`src/rtl/inst_fetch_queue_if.sv`:
```
// Instruction memory bus: one-at-a-time req/gnt request, rvalid/rdata response.
// The master side issues requests; the slave side is the memory.
interface inst_fetch_queue_if #(
    parameter int WORD_WIDTH    = 32,
    parameter int ADDRESS_WIDTH = 32
);
    logic                     mem_req_o;
    logic [ADDRESS_WIDTH-1:0] mem_addr_o;
    logic                     mem_gnt_i;
    logic                     mem_rvalid_i;
    logic [WORD_WIDTH-1:0]    mem_rdata_i;

    modport master (
        output mem_req_o,
        output mem_addr_o,
        input  mem_gnt_i,
        input  mem_rvalid_i,
        input  mem_rdata_i
    );

    modport slave (
        input  mem_req_o,
        input  mem_addr_o,
        output mem_gnt_i,
        output mem_rvalid_i,
        output mem_rdata_i
    );
endinterface

```
`src/rtl/inst_fetch_queue.sv`:
```
// Instruction fetch queue: word fetcher feeding a small FIFO toward decode/RF.
// Define IFQ_BYPASS_EN to forward a response straight out when the FIFO is empty.
module inst_fetch_queue #(
    parameter int                         WORD_WIDTH    = 32,
    parameter int                         ADDRESS_WIDTH = 32,
    parameter int                         DEPTH         = 4,
    parameter logic [ADDRESS_WIDTH-1:0]   RESET_ADDR    = '0
) (
    input  logic                     clk_i,
    input  logic                     rst_ni,
    input  logic                     redirect_i,
    input  logic [ADDRESS_WIDTH-1:0] redirect_addr_i,
    inst_fetch_queue_if.master       mem,
    output logic                     inst_valid_o,
    output logic [WORD_WIDTH-1:0]    inst_o,
    output logic [ADDRESS_WIDTH-1:0] inst_addr_o,
    input  logic                     inst_ready_i,
    output logic                     busy_o
);
    localparam int PW = $clog2(DEPTH);
    localparam int CW = PW + 1;

    typedef enum logic [1:0] {
        REQ,
        WAIT,
        DROP
    } state_e;

    state_e                   state_q;
    logic [ADDRESS_WIDTH-1:0] pc_q;
    logic [ADDRESS_WIDTH-1:0] req_pc_q;
    logic [WORD_WIDTH-1:0]    word_q [DEPTH];
    logic [ADDRESS_WIDTH-1:0] addr_q [DEPTH];
    logic [PW-1:0]            rd_ptr_q;
    logic [PW-1:0]            wr_ptr_q;
    logic [CW-1:0]            count_q;

    logic                     req_w;
    logic                     gnt_w;
    logic                     rsp_w;
    logic                     byp_w;
    logic                     push_w;
    logic                     pop_w;
    logic                     fifo_valid_w;
    logic [ADDRESS_WIDTH-1:0] redir_pc_w;
    logic                     unused_w;

    assign redir_pc_w   = {redirect_addr_i[ADDRESS_WIDTH-1:2], 2'b00};
    assign unused_w     = ^redirect_addr_i[1:0];
    assign fifo_valid_w = count_q != '0;

    // One slot stays reserved for the single outstanding request.
    assign req_w = rst_ni && (state_q == REQ) && (count_q < CW'(DEPTH));
    assign gnt_w = req_w && mem.mem_gnt_i;
    assign rsp_w = (state_q == WAIT) && mem.mem_rvalid_i;

`ifdef IFQ_BYPASS_EN
    assign byp_w = rsp_w && !fifo_valid_w && !redirect_i;
`else
    assign byp_w = 1'b0;
`endif

    assign inst_valid_o   = fifo_valid_w || byp_w;
    assign pop_w          = fifo_valid_w && inst_ready_i;
    assign push_w         = rsp_w && !(byp_w && inst_ready_i);
    assign mem.mem_req_o  = req_w;
    assign mem.mem_addr_o = pc_q;
    assign busy_o         = state_q != REQ;

    always_comb begin
        inst_o      = '0;
        inst_addr_o = '0;
        if (fifo_valid_w) begin
            inst_o      = word_q[rd_ptr_q];
            inst_addr_o = addr_q[rd_ptr_q];
        end else if (byp_w) begin
            inst_o      = mem.mem_rdata_i;
            inst_addr_o = req_pc_q;
        end
    end

    always_ff @(posedge clk_i) begin
        if (rst_ni && !redirect_i && push_w) begin
            word_q[wr_ptr_q] <= mem.mem_rdata_i;
            addr_q[wr_ptr_q] <= req_pc_q;
        end
    end

    always_ff @(posedge clk_i) begin
        if (!rst_ni) begin
            state_q  <= REQ;
            pc_q     <= RESET_ADDR;
            req_pc_q <= RESET_ADDR;
            rd_ptr_q <= '0;
            wr_ptr_q <= '0;
            count_q  <= '0;
        end else if (redirect_i) begin
            // Flush; any response still in flight must be swallowed in DROP.
            pc_q     <= redir_pc_w;
            rd_ptr_q <= '0;
            wr_ptr_q <= '0;
            count_q  <= '0;
            unique case (state_q)
                REQ:     if (gnt_w) state_q <= DROP;
                WAIT:    state_q <= mem.mem_rvalid_i ? REQ : DROP;
                DROP:    if (mem.mem_rvalid_i) state_q <= REQ;
                default: state_q <= REQ;
            endcase
        end else begin
            if (push_w) wr_ptr_q <= wr_ptr_q + 1'b1;
            if (pop_w) rd_ptr_q <= rd_ptr_q + 1'b1;
            if (push_w && !pop_w) begin
                count_q <= count_q + 1'b1;
            end else if (!push_w && pop_w) begin
                count_q <= count_q - 1'b1;
            end
            unique case (state_q)
                REQ: begin
                    if (gnt_w) begin
                        state_q  <= WAIT;
                        req_pc_q <= pc_q;
                        pc_q     <= pc_q + ADDRESS_WIDTH'(4);
                    end
                end
                WAIT:    if (mem.mem_rvalid_i) state_q <= REQ;
                DROP:    if (mem.mem_rvalid_i) state_q <= REQ;
                default: state_q <= REQ;
            endcase
        end
    end

    a_no_overflow: assert property (@(posedge clk_i) disable iff (!rst_ni)
        !(push_w && !redirect_i && !pop_w && count_q == CW'(DEPTH)));
endmodule

```
`src/flat_wrapper.sv`:
```
// flat-port wrapper written by rule: the top's interface ports become plain ports
module inst_fetch_queue_flat 
#(
    parameter int                         WORD_WIDTH    = 32,
    parameter int                         ADDRESS_WIDTH = 32,
    parameter int                         DEPTH         = 4,
    parameter logic [ADDRESS_WIDTH-1:0]   RESET_ADDR    = '0
)
  (clk_i, rst_ni, redirect_i, redirect_addr_i, inst_valid_o, inst_o, inst_addr_o, inst_ready_i, busy_o, mem_mem_req_o, mem_mem_addr_o, mem_mem_gnt_i, mem_mem_rvalid_i, mem_mem_rdata_i);
  inst_fetch_queue_if #(.WORD_WIDTH(WORD_WIDTH), .ADDRESS_WIDTH(ADDRESS_WIDTH)) mem_i ();
  input  logic clk_i;
  input  logic rst_ni;
  input  logic redirect_i;
  input  logic [ADDRESS_WIDTH-1:0] redirect_addr_i;
  output logic inst_valid_o;
  output logic [WORD_WIDTH-1:0] inst_o;
  output logic [ADDRESS_WIDTH-1:0] inst_addr_o;
  input  logic inst_ready_i;
  output logic busy_o;
  output wire logic [$bits(mem_i.mem_req_o)-1:0] mem_mem_req_o;
  output wire logic [$bits(mem_i.mem_addr_o)-1:0] mem_mem_addr_o;
  input wire logic [$bits(mem_i.mem_gnt_i)-1:0] mem_mem_gnt_i;
  input wire logic [$bits(mem_i.mem_rvalid_i)-1:0] mem_mem_rvalid_i;
  input wire logic [$bits(mem_i.mem_rdata_i)-1:0] mem_mem_rdata_i;
  assign mem_mem_req_o = mem_i.mem_req_o;
  assign mem_mem_addr_o = mem_i.mem_addr_o;
  assign mem_i.mem_gnt_i = mem_mem_gnt_i;
  assign mem_i.mem_rvalid_i = mem_mem_rvalid_i;
  assign mem_i.mem_rdata_i = mem_mem_rdata_i;
  inst_fetch_queue #(.WORD_WIDTH(WORD_WIDTH), .ADDRESS_WIDTH(ADDRESS_WIDTH), .DEPTH(DEPTH), .RESET_ADDR(RESET_ADDR)) u_core (.clk_i(clk_i), .rst_ni(rst_ni), .redirect_i(redirect_i), .redirect_addr_i(redirect_addr_i), .mem(mem_i), .inst_valid_o(inst_valid_o), .inst_o(inst_o), .inst_addr_o(inst_addr_o), .inst_ready_i(inst_ready_i), .busy_o(busy_o));
endmodule
```
`config.mk`:
```
export PLATFORM = sky130hd
export DESIGN_NAME = inst_fetch_queue_flat
export DESIGN_NICKNAME = d
export VERILOG_FILES = /design/src/rtl/inst_fetch_queue_if.sv /design/src/rtl/inst_fetch_queue.sv /design/src/flat_wrapper.sv
export SDC_FILE = /design/constraint.sdc
export NUM_CORES = 1
export LEC_CHECK = 0
export ABC_AREA = 0
export CORE_MARGIN = 1
export CORE_UTILIZATION = 26
export CTS_BUF_LIST = sky130_fd_sc_hd__clkbuf_16
export DETAILED_ROUTE_END_ITERATION = 6
export PLACE_DENSITY_LB_ADDON = 0.1
export SYNTH_ARGS = -nofsm -noshare
export SYNTH_HDL_FRONTEND = slang
export SYNTH_SLANG_ARGS = --single-unit
```
`constraint.sdc`:
```
create_clock -name clk_i -period 5.1 [get_ports clk_i]
set_input_delay 0.51 -clock clk_i [delete_from_list [all_inputs] [get_ports clk_i]]
set_output_delay 0.51 -clock clk_i [all_outputs]
set_load 0.03 [all_outputs]
```
==> impl_metrics.json, run 1 <==
{
  "setup_viol": 0,
  "area_growth_pct": 28.0,
  "vias": 7681,
  "htreeDepth": 2,
  "worstPathMaxFanout": 30,
  "crit_slowest_cell": "dfxtp_4",
  "totalPowerFinal_uw": 6000,
  "drv_slew": 0,
  "antenna_left": 0,
  "slowest_delay_ns": 0.76,
  "grt_pass1_vias": 8048,
  "crit_chain": "buf_4, mux4_2, and2_1, clkdlybuf4s50_1",
  "period_share_pct": 71.6,
  "antenna_found_initial": 0,
  "critical_path_required_ns": 4.59,
  "fin_skew_ns": 0.0117,
  "wl_per_cell_um": 19.7,
  "fmax_mhz": 274,
  "cts_resized": 0,
  "post_cts_buffers": 0,
  "p_int_uw": 4680,
  "fp.dieW_um": 225,
  "worstMarginPinSlew_ns": 1.02,
  "via_per_inst": 4.50,
  "synth_top_area_share_pct": 57.5,
  "die_area_mm2": 0.0507,
  "final-seq-area_mm2": 0.00888,
  "cp-end-kind": "output pin",
  "hold_violations": 0,
  "irDropWorstVdd_mv": 0.166,
  "cts_buffers": 39,
  "ys_top_cells_by_area": "edfxtp_1, dfxtp_1, mux4_2",
  "avgSynthCellArea_um2": 15.4,
  "netlist_instances": 843,
  "crit_arrival_ns": 3.14,
  "grt_usage_pct": 13.5,
  "min_path_cells": 2,
  "layout-drive-gt1-share_pct": 14.0,
  "clockPowerShare_pct": 45.3,
  "synth_seq_cells": 319,
  "rr_startpoint": "u_core.count_q[2]",
  "n_fill_cell": 4886,
  "grt_pass1_wl_um": 51000,
  "fp.dieH_um": 225,
  "overflow": 0,
  "root_buffer": "clkbuf_16",
  "tns_ns": 0,
  "yosysSeqAreaShare_pct": 68.4,
  "io_pins": 169,
  "multi_input_area_mm2": 0.00380,
  "max-cap-violations": 0,
  "drc": 0,
  "relSlewSlack_pct": 31.7,
  "sw_frac_of_total_pct": 22.0,
  "ff2ff_setup_slack_ns": 2.32,
  "rsz0062_at_grt": "false",
  "timing.critical_path.from_type": "flop",
  "fin_nets": 1096,
  "comb_power_share_pct": 6.8,
  "synth-edff-count": 248,
  "min_to": "u_core.state_q[1]",
  "insertion_delay_ns": 0.53,
  "core-area_mm2": 0.0491,
  "cts_tree": "built",
  "yosysMostFrequentCell": "edfxtp_1",
  "status": "complete, no violations",
  "r2r_end": "u_core.count_q[2]",
  "synth_cell_types": 57,
  "routed_wirelength_um": 33600,
  "start_util_pct": 26.4,
  "clkTransAtPathRegs_ns": 0.06,
  "routabilityCongestion": 0.772,
  "p_leak_uw": 0.00528,
  "ys.flop_type": "edfxtp_1",
  "drt_first_iter_violations": 434,
  "diodes": 0,
  "grt_max_degree": 52,
  "synth_area_leader_cell": "edfxtp_1",
  "drt-pass1-iter-count": 5,
  "numClockSinks": 319,
  "rr_worst_depth": 8,
  "cts.path.max_buffers": 3,
  "io_buffers": 162,
  "row_count": 81,
  "postCtsHoldBufs": 0,
  "min_path_type": "flop to flop",
  "yosys_warnings": 0,
  "path_delay_family": "buffers and inverters",
  "synthArstFlopShare_pct": 0,
  "fin_crit_ns": 3.65,
  "holdCritStartpoint": "u_core.state_q[1]",
  "powerDensity_mw_per_mm2": 362,
  "switching_power_uw": 1320,
  "seqPwrFrac_pct": 47.8,
  "dp_hpwl_um": 21400,
  "synth_common_cells": "edfxtp_1, nand2_1, and2_1, dfxtp_1, mux4_2",
  "worst-path-buf-inv": 2,
  "synth_area_mm2": 0.0130,
  "critical_path_class": "flop to output pin"
}
## flip-flops by register name, summed over array words and instances (netlist names), named ones only
register,cells
u_core.state_q,2
u_core.addr_q,120
u_core.word_q,128
u_core.rd_ptr_q,2
u_core.mem.mem_addr_o,30
u_core.count_q,3
u_core.wr_ptr_q,2
u_core.req_pc_q,30
## worst max-delay path by stage
stage	start	to	slack [ns]	cells after the start
final	flop	inst_o[23]	1.45	4
after global routing	flop	inst_o[23]	1.21	4
after CTS	u_core.count_q[2]	inst_o[1]	1.27	4
after detailed placement	rst_ni	u_core.addr_q[2][27]	1.71	6
after global placement	rst_ni	u_core.addr_q[2][27]	1.74	6
after floorplan	redirect_i	u_core.addr_q[0][10]	1.76	6
## cell families after synthesis
family | synth area share (%)
XOR/XNOR | 0.811
AO/OA/AOI/OAI | 4.88
AND/OR/NAND/NOR | 11.3
other | 0.0289
buffers and inverters | 2.42
flip-flops | 68.4
multiplexers | 11.0
adder cells (fa/ha/maj) | 1.12
## power by group through the flow
stage               clock (µW)  combinational, µW  sequential, µW
floorplan                    0                193            2930
global placement             0                417            2920
detailed placement           0                417            2920
CTS                       2820                419            2870
global route              2910                442            2880
finish                    2720                411            2870
## through the flow
stage / cells / util [%] / setup WS (ns) / hold WS (ns) / instance area (µm²)
6_report: 1706 / 33.8 / 1.45 / 0.502 / 16600
4_1_cts: 1706 / 33.8 / 1.27 / 0.502 / 16600
3_3_place_gp: 1638 / 31.2 / 1.74 / 0.494 / 15300
2_1_floorplan: 846 / - / 1.76 / 0.460 / 13000
3_5_place_dp: 1638 / 31.2 / 1.71 / 0.495 / 15300
5_1_grt: 1706 / 33.8 / 1.21 / 0.523 / 16600
## final cells by class
class                   instances  area share, %
repair buffers                181           10.6
multi-input cells             461           22.9
clock buffers                  41           6.18
well taps                     664           5.01
clock inverters                27           1.44
inverters                      13          0.294
flip-flops and latches        319           53.5
## per-layer routing
| metal | GRT usage (%) | vias up | routed length [µm] | part of all wire [%] |
|---|---|---|---|---|
| met5 | 0 | - | 0 | 0 |
| met4 | 3.84 | 0 | 645 | 1.9 |
| met3 | 3.78 | 51 | 1990 | 5.9 |
| met2 | 21.4 | 212 | 15500 | 46 |
| met1 | 18.1 | 3814 | 15500 | 46 |
| li1 | - | 3604 | - | - |
## worst reg2reg max path: stages (launching register included)
cell and delay [ns]:
dfxtp_1 0.37, or3_2 0.83, nand2_1 0.26, ha_1 0.21
inv_1 0.06, fa_1 0.37, xor2_1 0.16, or3_1 0.31
a21oi_1 0.14
## cell usage in the layout, fill, tap and decap left out, drive strengths merged, types with 22 or more instances in the layout
master,instances
a21oi,38
and2,75
clkbuf,41
clkdlybuf4s50,162
dfxtp,71
edfxtp,248
inv,24
mux4,62
nand2,83
o21ai,22
Note: power is estimated with default switching activity, not from simulation.
==> inputs of run 2 (changes only) <==
==> constraint.sdc (replaced) <==
create_clock -name clk_i -period 3.6 [get_ports clk_i]
set_input_delay 0.36 -clock clk_i [delete_from_list [all_inputs] [get_ports clk_i]]
set_output_delay 0.36 -clock clk_i [all_outputs]
set_load 0.03 [all_outputs]
==> run 2 against run 1 <==
Sequential power grew 41%. Worst hold slack lost 0.069 ns. Clock skew grew 0.0082 ns. Count of clock-buffer cells in the layout shrank 4. Power grew 36%. Register-to-register slack lost 0.98 ns. Flip-flop and latch count is the same. Non-clock buffer count grew 7. Critical path type unchanged. Design area is essentially flat. Die area is the same. Setup slack lost 0.93 ns.
==> impl_metrics.json, run 2 (synthesis results as in run 1) <==
{
  "area_growth_pct": 28.1,
  "slowest_delay_ns": 0.60,
  "wl_per_cell_um": 19.6,
  "layout_common_cells": "edfxtp_1, clkdlybuf4s50_1, nand2_1",
  "die_area_mm2": 0.0507,
  "max-cap-violations": 0,
  "fin_crit_ns": 3.08,
  "drt-pass1-iter-count": 6,
  "hold_violations": 0,
  "powerDensity_mw_per_mm2": 492,
  "cts.path.max_buffers": 3,
  "rr_startpoint": "u_core.state_q[0]",
  "clkTransAtPathRegs_ns": 0.06,
  "routabilityCongestion": 0.738,
  "drt_first_iter_violations": 458,
  "diodes": 0,
  "totalPowerFinal_uw": 8170,
  "n_fill_cell": 4858,
  "critical_path_required_ns": 3.24,
  "layout-drive-gt1-share_pct": 14.6,
  "setup_viol": 0,
  "antenna_found_initial": 2,
  "grt_pass1_wl_um": 50500,
  "worstPathMaxFanout": 12,
  "wl_met3_um": 1840,
  "io_pins": 169,
  "vias": 7673,
  "crit_slowest_cell": "clkdlybuf4s50_1",
  "grt_max_degree": 65,
  "min_path_type": "input port to flop",
  "holdCritStartpoint": "redirect_addr_i[4]",
  "root_buffer": "clkbuf_16",
  "final_util_pct": 33.8,
  "rsz0062_at_grt": "false",
  "drc": 0,
  "wl_met1_um": 15400,
  "cts_tree": "built",
  "fmax_mhz": 325,
  "grt_usage_pct": 13.4,
  "core-area_mm2": 0.0491,
  "cts_resized": 0,
  "tns_ns": 0,
  "final_common_cell": "edfxtp_1",
  "worstMarginPinSlew_ns": 0.875,
  "top_layer": "met4",
  "fp.dieH_um": 225,
  "critical_path_class": "flop to output pin",
  "dp_hpwl_um": 21600,
  "period_share_pct": 85.6,
  "via_per_inst": 4.49,
  "fin_skew_ns": 0.0199,
  "largest_reg_flops": 128,
  "overflow": 0,
  "fp.dieW_um": 225,
  "crit_arrival_ns": 2.72,
  "htreeDepth": 2,
  "relSlewSlack_pct": 41.1,
  "largest_registers": "u_core.word_q (128), u_core.addr_q (120)",
  "antenna_left": 0,
  "start_util_pct": 26.4,
  "p_leak_uw": 0.00526,
  "irDropWorstVdd_mv": 0.240,
  "row_count": 81,
  "timing.critical_path.from_type": "flop",
  "drv_slew": 0,
  "io_buffers": 162,
  "fin_nets": 1101,
  "cp-end-kind": "output pin",
  "insertion_delay_ns": 0.54,
  "top_register": "u_core.word_q",
  "cts_buffers": 37,
  "grt_pass1_vias": 8051,
  "postCtsHoldBufs": 0,
  "wl_met2_um": 15700,
  "routed_wirelength_um": 33500,
  "post_cts_buffers": 0,
  "numClockSinks": 319,
  "status": "complete, no violations",
  "crit_chain": "buf_4, mux4_2, and2_1, clkdlybuf4s50_1"
}
[run 2: cell types whose count changed in the layout (fill, tap and decap cells not counted), moves of 2 or more]
cell / before / now
buf_12: 0 / 8
bufinv_16: 5 / 3
clkbuf_16: 41 / 37
inv_1: 24 / 20
inv_6: 0 / 3
[run 2: final timing paths]
path              slack, ns  depth (start not counted)                         to
hold reg to reg        0.50                          2         u_core.req_pc_q[2]
hold / removal         0.43                          3   u_core.mem.mem_addr_o[4]
setup reg to reg       1.34                          6  u_core.mem.mem_addr_o[18]
setup / recovery       0.52                          4                 inst_o[29]
[run 2: cell type report]
class	count	area [µm²]	share of cell area, %
clock buffers	37	926	5.58
clock inverters	26	199	1.20
inverters	13	48.8	0.294
multi-input cells	461	3800	22.9
flip-flops and latches	319	8880	53.5
well taps	664	831	5.01
repair buffers	188	1910	11.5
[run 2: report_power, final]
part	internal [µW]	switching (µW)	total (µW)
Combinational	255	329	584
Sequential	3990	72.9	4060
Clock	2080	1450	3520
[run 2: critical path: cells and delay by family (launching register included)]
| family | cells | cell delay [ns] |
|---|---|---|
| DFF | 1 | 0.50 |
| muxes | 1 | 0.56 |
| and+or+nand+nor | 1 | 0.17 |
| buffers and inverters | 2 | 0.95 |
[run 2: metrics by stage]
stage	hold slack (ns)	instances	instance area, µm²	worst slack, ns
after floorplan	0.459	846	13000	0.410
after global placement	0.486	1645	15500	0.835
after detailed placement	0.493	1645	15500	0.840
after CTS	0.388	1708	16600	0.421
after global routing	0.418	1708	16600	0.368
final	0.432	1708	16600	0.519
[run 2: per-layer routing]
layer	vias up	track usage, %
li1	3614	-
met1	3831	18.0
met2	189	21.5
met3	39	3.48
met4	0	3.53
met5	-	0
